<file path="config.mk">
export PLATFORM = sky130hd
export DESIGN_NAME = ghash_elastic_pipe
export DESIGN_NICKNAME = d
export VERILOG_FILES = /design/src/rtl/ghash_pkg.sv /design/src/rtl/ghash_pipe_slot.sv /design/src/rtl/ghash_elastic_pipe.sv
export SDC_FILE = /design/constraint.sdc
export NUM_CORES = 1
export LEC_CHECK = 0
export CAP_MARGIN = 25
export CORE_MARGIN = 10
export CORE_UTILIZATION = 25
export CTS_CLUSTER_DIAMETER = 40
export CTS_CLUSTER_SIZE = 28
export DETAILED_ROUTE_END_ITERATION = 16
export SLEW_MARGIN = 20
export SYNTH_ARGS = -nofsm -noshare
export SYNTH_HDL_FRONTEND = slang
export SYNTH_SLANG_ARGS = --single-unit
</file>
<file path="constraint.sdc">
create_clock -name i_clock -period 5.7 [get_ports i_clock]
set_input_delay 0.855 -clock i_clock [delete_from_list [all_inputs] [get_ports i_clock]]
set_output_delay 0.855 -clock i_clock [all_outputs]
set_load 0.05 [all_outputs]
</file>
<file path="src/rtl/ghash_pkg.sv">
// Shared constants and helpers for the GHASH stage-3 result path.
package ghash_pkg;

  localparam int NB_BLOCK_DEF = 128;
  localparam int N_STAGES_MAX = 8;

  // Ceiling log2; clog2(1) is 0, so callers sizing a 0..N count pass N+1.
  function automatic int clog2(input int value);
    int r;
    r = 0;
    while ((1 << r) < value) begin
      r = r + 1;
    end
    return r;
  endfunction

endpackage

</file>
<file path="src/rtl/ghash_pipe_slot.sv">
// One pipeline register slot: data plus valid bit. Loads in one cycle when enabled and holds otherwise.
// A clear drops the valid bit but keeps the data, and reset zeroes both.
module ghash_pipe_slot #(
  parameter int NB_DATA = 256
) (
  input  logic               i_clock,
  input  logic               i_reset,
  input  logic               load,
  input  logic               clear,
  input  logic               prev_vld,
  input  logic [NB_DATA-1:0] prev_dat,
  output logic               slot_vld,
  output logic [NB_DATA-1:0] slot_dat
);

  always_ff @(posedge i_clock) begin
    if (i_reset) begin
      slot_vld <= 1'b0;
      slot_dat <= '0;
    end else if (clear) begin
      slot_vld <= 1'b0;
    end else if (load) begin
      slot_vld <= prev_vld;
      // A bubble moving in leaves the old data in place.
      if (prev_vld) begin
        slot_dat <= prev_dat;
      end
    end
  end

endmodule

</file>
<file path="src/rtl/ghash_elastic_pipe.sv">
// Elastic N_STAGES-slot pipe for mod_prod/feedback. Latency is N_STAGES cycles and throughput is 1 word/cycle.
// Backpressure: the ready chain is combinational from i_ready, bubbles collapse, and flush drops all in-flight words.
module ghash_elastic_pipe
  import ghash_pkg::*;
#(
  parameter int NB_BLOCK = NB_BLOCK_DEF,
  parameter int N_STAGES = 2,
  parameter int NB_COUNT = clog2(N_STAGES + 1)
) (
  input  logic                i_clock,
  input  logic                i_reset,
  input  logic                i_flush,
  input  logic                i_valid,
  output logic                o_ready,
  input  logic [NB_BLOCK-1:0] i_mod_prod,
  input  logic [NB_BLOCK-1:0] i_feedback,
  output logic                o_valid,
  input  logic                i_ready,
  output logic [NB_BLOCK-1:0] o_mod_prod,
  output logic [NB_BLOCK-1:0] o_feedback,
  output logic [NB_COUNT-1:0] o_count
);

  localparam int NB_DATA = 2 * NB_BLOCK;

  logic [N_STAGES:0]                  rdy;
  logic [N_STAGES-1:0]                slot_vld;
  logic [N_STAGES-1:0][NB_DATA-1:0]   slot_dat;
  logic                               in_fire;
  logic                               out_fire;
  logic [NB_COUNT-1:0]                count;

  // A slot can move when it is empty or everything ahead of it can move.
  always_comb begin
    rdy           = '0;
    rdy[N_STAGES] = i_ready;
    for (int k = N_STAGES - 1; k >= 0; k--) begin
      rdy[k] = ~slot_vld[k] | rdy[k+1];
    end
  end

  for (genvar k = 0; k < N_STAGES; k++) begin : g_slot
    logic               prev_vld;
    logic [NB_DATA-1:0] prev_dat;

    if (k == 0) begin : g_head
      assign prev_vld = i_valid & ~i_flush;
      assign prev_dat = {i_mod_prod, i_feedback};
    end else begin : g_body
      assign prev_vld = slot_vld[k-1];
      assign prev_dat = slot_dat[k-1];
    end

    ghash_pipe_slot #(
      .NB_DATA (NB_DATA)
    ) u_slot (
      .i_clock  (i_clock),
      .i_reset  (i_reset),
      .load     (rdy[k]),
      .clear    (i_flush),
      .prev_vld (prev_vld),
      .prev_dat (prev_dat),
      .slot_vld (slot_vld[k]),
      .slot_dat (slot_dat[k])
    );
  end

  assign o_ready                  = rdy[0] & ~i_flush;
  assign o_valid                  = slot_vld[N_STAGES-1];
  assign {o_mod_prod, o_feedback} = slot_dat[N_STAGES-1];

  assign in_fire  = i_valid & o_ready;
  assign out_fire = o_valid & i_ready;

  // Tracks popcount of slot_vld without an adder tree across the slots.
  always_ff @(posedge i_clock) begin
    if (i_reset || i_flush) begin
      count <= '0;
    end else if (in_fire && !out_fire) begin
      count <= count + NB_COUNT'(1);
    end else if (!in_fire && out_fire) begin
      count <= count - NB_COUNT'(1);
    end
  end

  assign o_count = count;

endmodule

</file>
Word-level counts from Yosys, hierarchy flattened
Cells that the tools add are included.
Word-level totals
  word-level logic and storage cells: 27
  register bits after elaboration: 516
  output and inout bits: 260
  input bits: 261
Cells by class
  bitwise operators: 9
  reductions and logical operators: 9
  add/subtract/negate cells: 2
  muxes and demuxes: 2
Operators with widths (count)
  $reduce_and A3 Y1: 2
  $and A1 B1 Y1: 4
  $mux W2: 2
  $not A1 Y1: 3
  $add A2 B1 Y2 const B: 1
  $logic_and A1 B1 Y1: 2
  $logic_not A1 Y1: 2
  $or A1 B1 Y1: 2
  $reduce_bool A2 Y1: 1
  $reduce_or A2 Y1: 1
  $sub A2 B1 Y2 const B: 1
  $logic_or A1 B1 Y1: 1

Depth between registers and ports, before layout
  depth in word-level cells: 9
  mapped depth: 9
  gate-level depth less buffers: 6

Cells and area by module
Synthesis repeated with hierarchy kept, for this count alone.
Second synthesis, totals
  cell total of the unflattened synthesis: 2243
  area, all modules: 23127.2 um^2
By module, submodules not included
  ghash_pipe_slot: cells each 1114, instances 2, sequential area each 5144.9 um^2, area each 11498.5 um^2
  ghash_elastic_pipe: cells each 15, instances 1, sequential area each 40.0 um^2, area each 130.1 um^2

Least setup slack after synthesis
No wires, ideal clock.
  kind: in2out
  start point: input port i_ready
  end point: output port o_ready
  stages on the path: 6
  arrival: 2.289 ns
  required time: 4.845 ns
  setup slack: 2.556 ns
  path buffers: 4
  cells stage by stage: nor2b_1 > buf_2 > buf_4 > buf_2 > buf_2 > a21oi_1
On the way
  word-level cells in the longest chain between the ends: 3
RTL lines
  start: declaration: line ghash_elastic_pipe.sv:18  | input logic i_ready,
  $or A1 B1 Y1 (2 in a row): line ghash_elastic_pipe.sv:38  | rdy[k] = ~slot_vld[k] | rdy[k+1];
  $and A1 B1 Y1: line ghash_elastic_pipe.sv:68  | assign o_ready = rdy[0] & ~i_flush;
  end: declaration: line ghash_elastic_pipe.sv:14  | output logic o_ready,
Every way passes these cells.

Worst setup path after layout
Same ends and word-level chain as after synthesis.

==> reports/metrics.cfg <==
[place]
dp_cells=3749
dp_hpwl_mm=44.6
numPortBuffers=520
gp_congestion=0.741

[die]
ios=521
core_um2=83800
die_x_um=311
die-area_um2=96700
die_height_um=311
initial_utilization_pct=25.3
rows=106

[setup_path]
reg2reg_to=g_slot[1].u_slot.slot_dat[149]
crit_path_start_kind=primary input
critPathMaxStageDelay_ns=0.87
crit_fanout=3
r2r_start=g_slot[1].u_slot.slot_vld
critPathRequiredTime_ns=4.85
reg2reg_depth=5
cp_num_buf_inv=2
critical_path_depth=4
reg2reg_slack_ns=2.92
cp_slowest_cell=clkdlybuf4s50_1
critPathArrivalTime_ns=2.69
cpMostUsedCell=clkdlybuf4s50_1
cp-startpoint=i_ready
crit_path_end_kind=primary output
crit_chain=clkdlybuf4s50_1 -> nor2b_4 -> a21oi_1 -> clkdlybuf4s50_1
endpoint=o_ready
crit_family=buffers and inverters
crit_type=primary input to primary output

[synth]
yosysWarnings=0
synth.top_cells.by_count=dfxtp_1 (516), nand2b_1 (515), a21oi_1 (258)
yosys-top-cells-area=dfxtp_1 (49%), nand2b_1 (15%), mux2i_1 (12%)
ys_async_sr_fraction_pct=0
syn_nets=2561
synthFlopType=dfxtp_1
ys_seq_elements=516
syn_area_um2=21200
yosysSeqAreaShare_pct=48.8
synthCells=2299
synth_cell_type_count=20
synth.avg_cell_area_um2=9.21
post-synth-top-count-cell=dfxtp_1
synth_edf_count=0
synth.top_cell.area_share_pct=48.8
post-synth-top-area-cell=dfxtp_1

[timing]
drv_slew=0
fmax_ghz=0.282
relSlewSlack_pct=36.1
setup_tns_ns=0
tightestPinTransition_ns=0.958
hold_viol=0
setup_viol=0
period_share_pct=62.1
fin_skew_ns=0.0190
rsz0062_at_grt=false
finalCriticalPeriod_ns=3.54

[detailed_routing]
routedWlPerCell_um=18.1
drc=0
ant_nets=0
vias_per_cell=4.49
vias=17600
routed_wirelength_mm=71.0
drtIter0Drc=1134
drt-pass1-iter-count=5

[grt]
grt_pass1_vias=17200
grt_pass1_wl_mm=107
grt_antenna_before_repair=13
grt_start_max_net_pins=173
grtUsageTotal_pct=13.9
grt_overflow=0

[pwr]
clkPwrFrac_pct=55.9
p_int_w=0.00775
cellLeakagePower_nw=10.3
worst_ir_drop_vdd_uv=223
switching_power_w=0.00233
power_frac_seq_pct=37.4
p_comb_share_pct=6.7
swShare_pct=23.1
powerDensity_nw_per_um2=333

[clocking]
cts_max_level=3
cts_sinks=516
cts_setup_buffers=0
insertion_delay_ns=0.62
clock_path_buffers=3
numCtsBuffers=93
cts_resized=0
cts-root-buf=clkbuf_16
cts_tree=yes
clk_pin_slew_ns=0.05
cts_hold_buf=0

[job]
drv_cap=0

[status]
status=finished, final reports clean

[final_layout]
area_growth_pct=43.1
instances_no_fill=3924
drive_gt1_share_pct=6.78
nNetsFinal=2972

[worst_hold_path]
min-delay-start=g_slot[0].u_slot.slot_dat[176]
min_path_type=register to register

==> tightest hold or removal path, stage by stage, from the launching register on <==
cell and delay [ns]:
dfxtp_1 0.30, nand3_1 0.06, a21oi_1 0.05
==> final cells by class <==
cell class	count	area (um^2)
fill	8621	53500
sequential	516	10300
multi-input combinational	1555	9770
timing repair buffer	544	5550
clock buffer	121	2590
tap	1134	1420
clock inverter	51	624
antenna	3	7.51
==> cell usage in the layout (no fill, tap or decap), drive strengths merged <==
master	n
clkinvlp	13
o21a	1
clkinv	19
nand2b	515
a21oi	259
bufinv	10
o21ai	257
clkbuf	121
or3	1
a21boi	1
ha	1
nor2	1
xor2	2
nand2	1
diode	3
buf	25
nor3	2
mux2i	256
nand3	256
dfxtp	516
inv	9
clkdlybuf4s50	519
nor2b	2
==> routing by layer <==
metal  vias up  share of wire (%)  wire [um]  global-route usage (%)
li1       8681                  -          -                       -
met1      8317                 42      29600                    16.4
met2       479                 47      33300                    22.4
met3       111                8.9       6290                    5.75
met4        16                2.4       1680                    4.55
met5         -               0.16        110                       0
==> power by group through the flow <==
stage | clock (W) | combinational (W) | sequential (W)
3_5_place_dp | 0 | 0.000680 | 0.00384
5_1_grt | 0.00593 | 0.000732 | 0.00378
3_3_place_gp | 0 | 0.000678 | 0.00384
6_report | 0.00563 | 0.000674 | 0.00377
2_1_floorplan | 0 | 0.000353 | 0.00388
4_1_cts | 0.00578 | 0.000684 | 0.00377
==> how the worst min path moves through the flow <==
| stage | endpoint | slack (ns) | depth (start not counted) |
|---|---|---|---|
| after global placement | g_slot[1].u_slot.slot_dat[49] | 0.45 | 2 |
| after detailed placement | g_slot[1].u_slot.slot_dat[141] | 0.45 | 2 |
| after floorplan | g_slot[1].u_slot.slot_dat[0] | 0.44 | 2 |
| final | g_slot[1].u_slot.slot_dat[176] | 0.45 | 2 |
| after global routing | g_slot[1].u_slot.slot_dat[153] | 0.47 | 2 |
| after CTS | g_slot[1].u_slot.slot_dat[176] | 0.44 | 2 |
==> registers in the layout, summed over array words and instances (netlist names) <==
signal,flops
g_slot.u_slot.slot_dat,512
g_slot.u_slot.slot_vld,2
o_count,2
==> metrics by stage <==
step | power, W | area, um^2 | hold slack (ns) | worst slack (ns) | utilization [%]
final | 0.0101 | 30300 | 0.447 | 2.16 | 36.1
after global routing | 0.0104 | 30300 | 0.472 | 2.10 | 36.1
after CTS | 0.0102 | 30300 | 0.444 | 2.13 | 36.1
after detailed placement | 0.00452 | 27100 | 0.455 | 2.09 | 32.3
after global placement | 0.00452 | 27100 | 0.453 | 2.10 | 32.3
after floorplan | 0.00423 | 21200 | 0.444 | 2.56 | -
==> logic make-up (layout without fill, tap and decap cells) <==
kind of cell / count (synthesis) / in the layout / share of synthesized area [%]
multiplexers: 256 / 256 / 12.1
flip-flops: 516 / 516 / 48.8
buffers and inverters: 228 / 716 / 5.20
AO/OA/AOI/OAI: 518 / 518 / 12.3
XOR/XNOR: 2 / 2 / 0.0828
AND/OR/NAND/NOR: 778 / 778 / 21.4
adder cells (fa/ha/maj): 1 / 1 / 0.0591
other: 0 / 3 / 0
No activity file was read; power rests on OpenSTA's default activity.
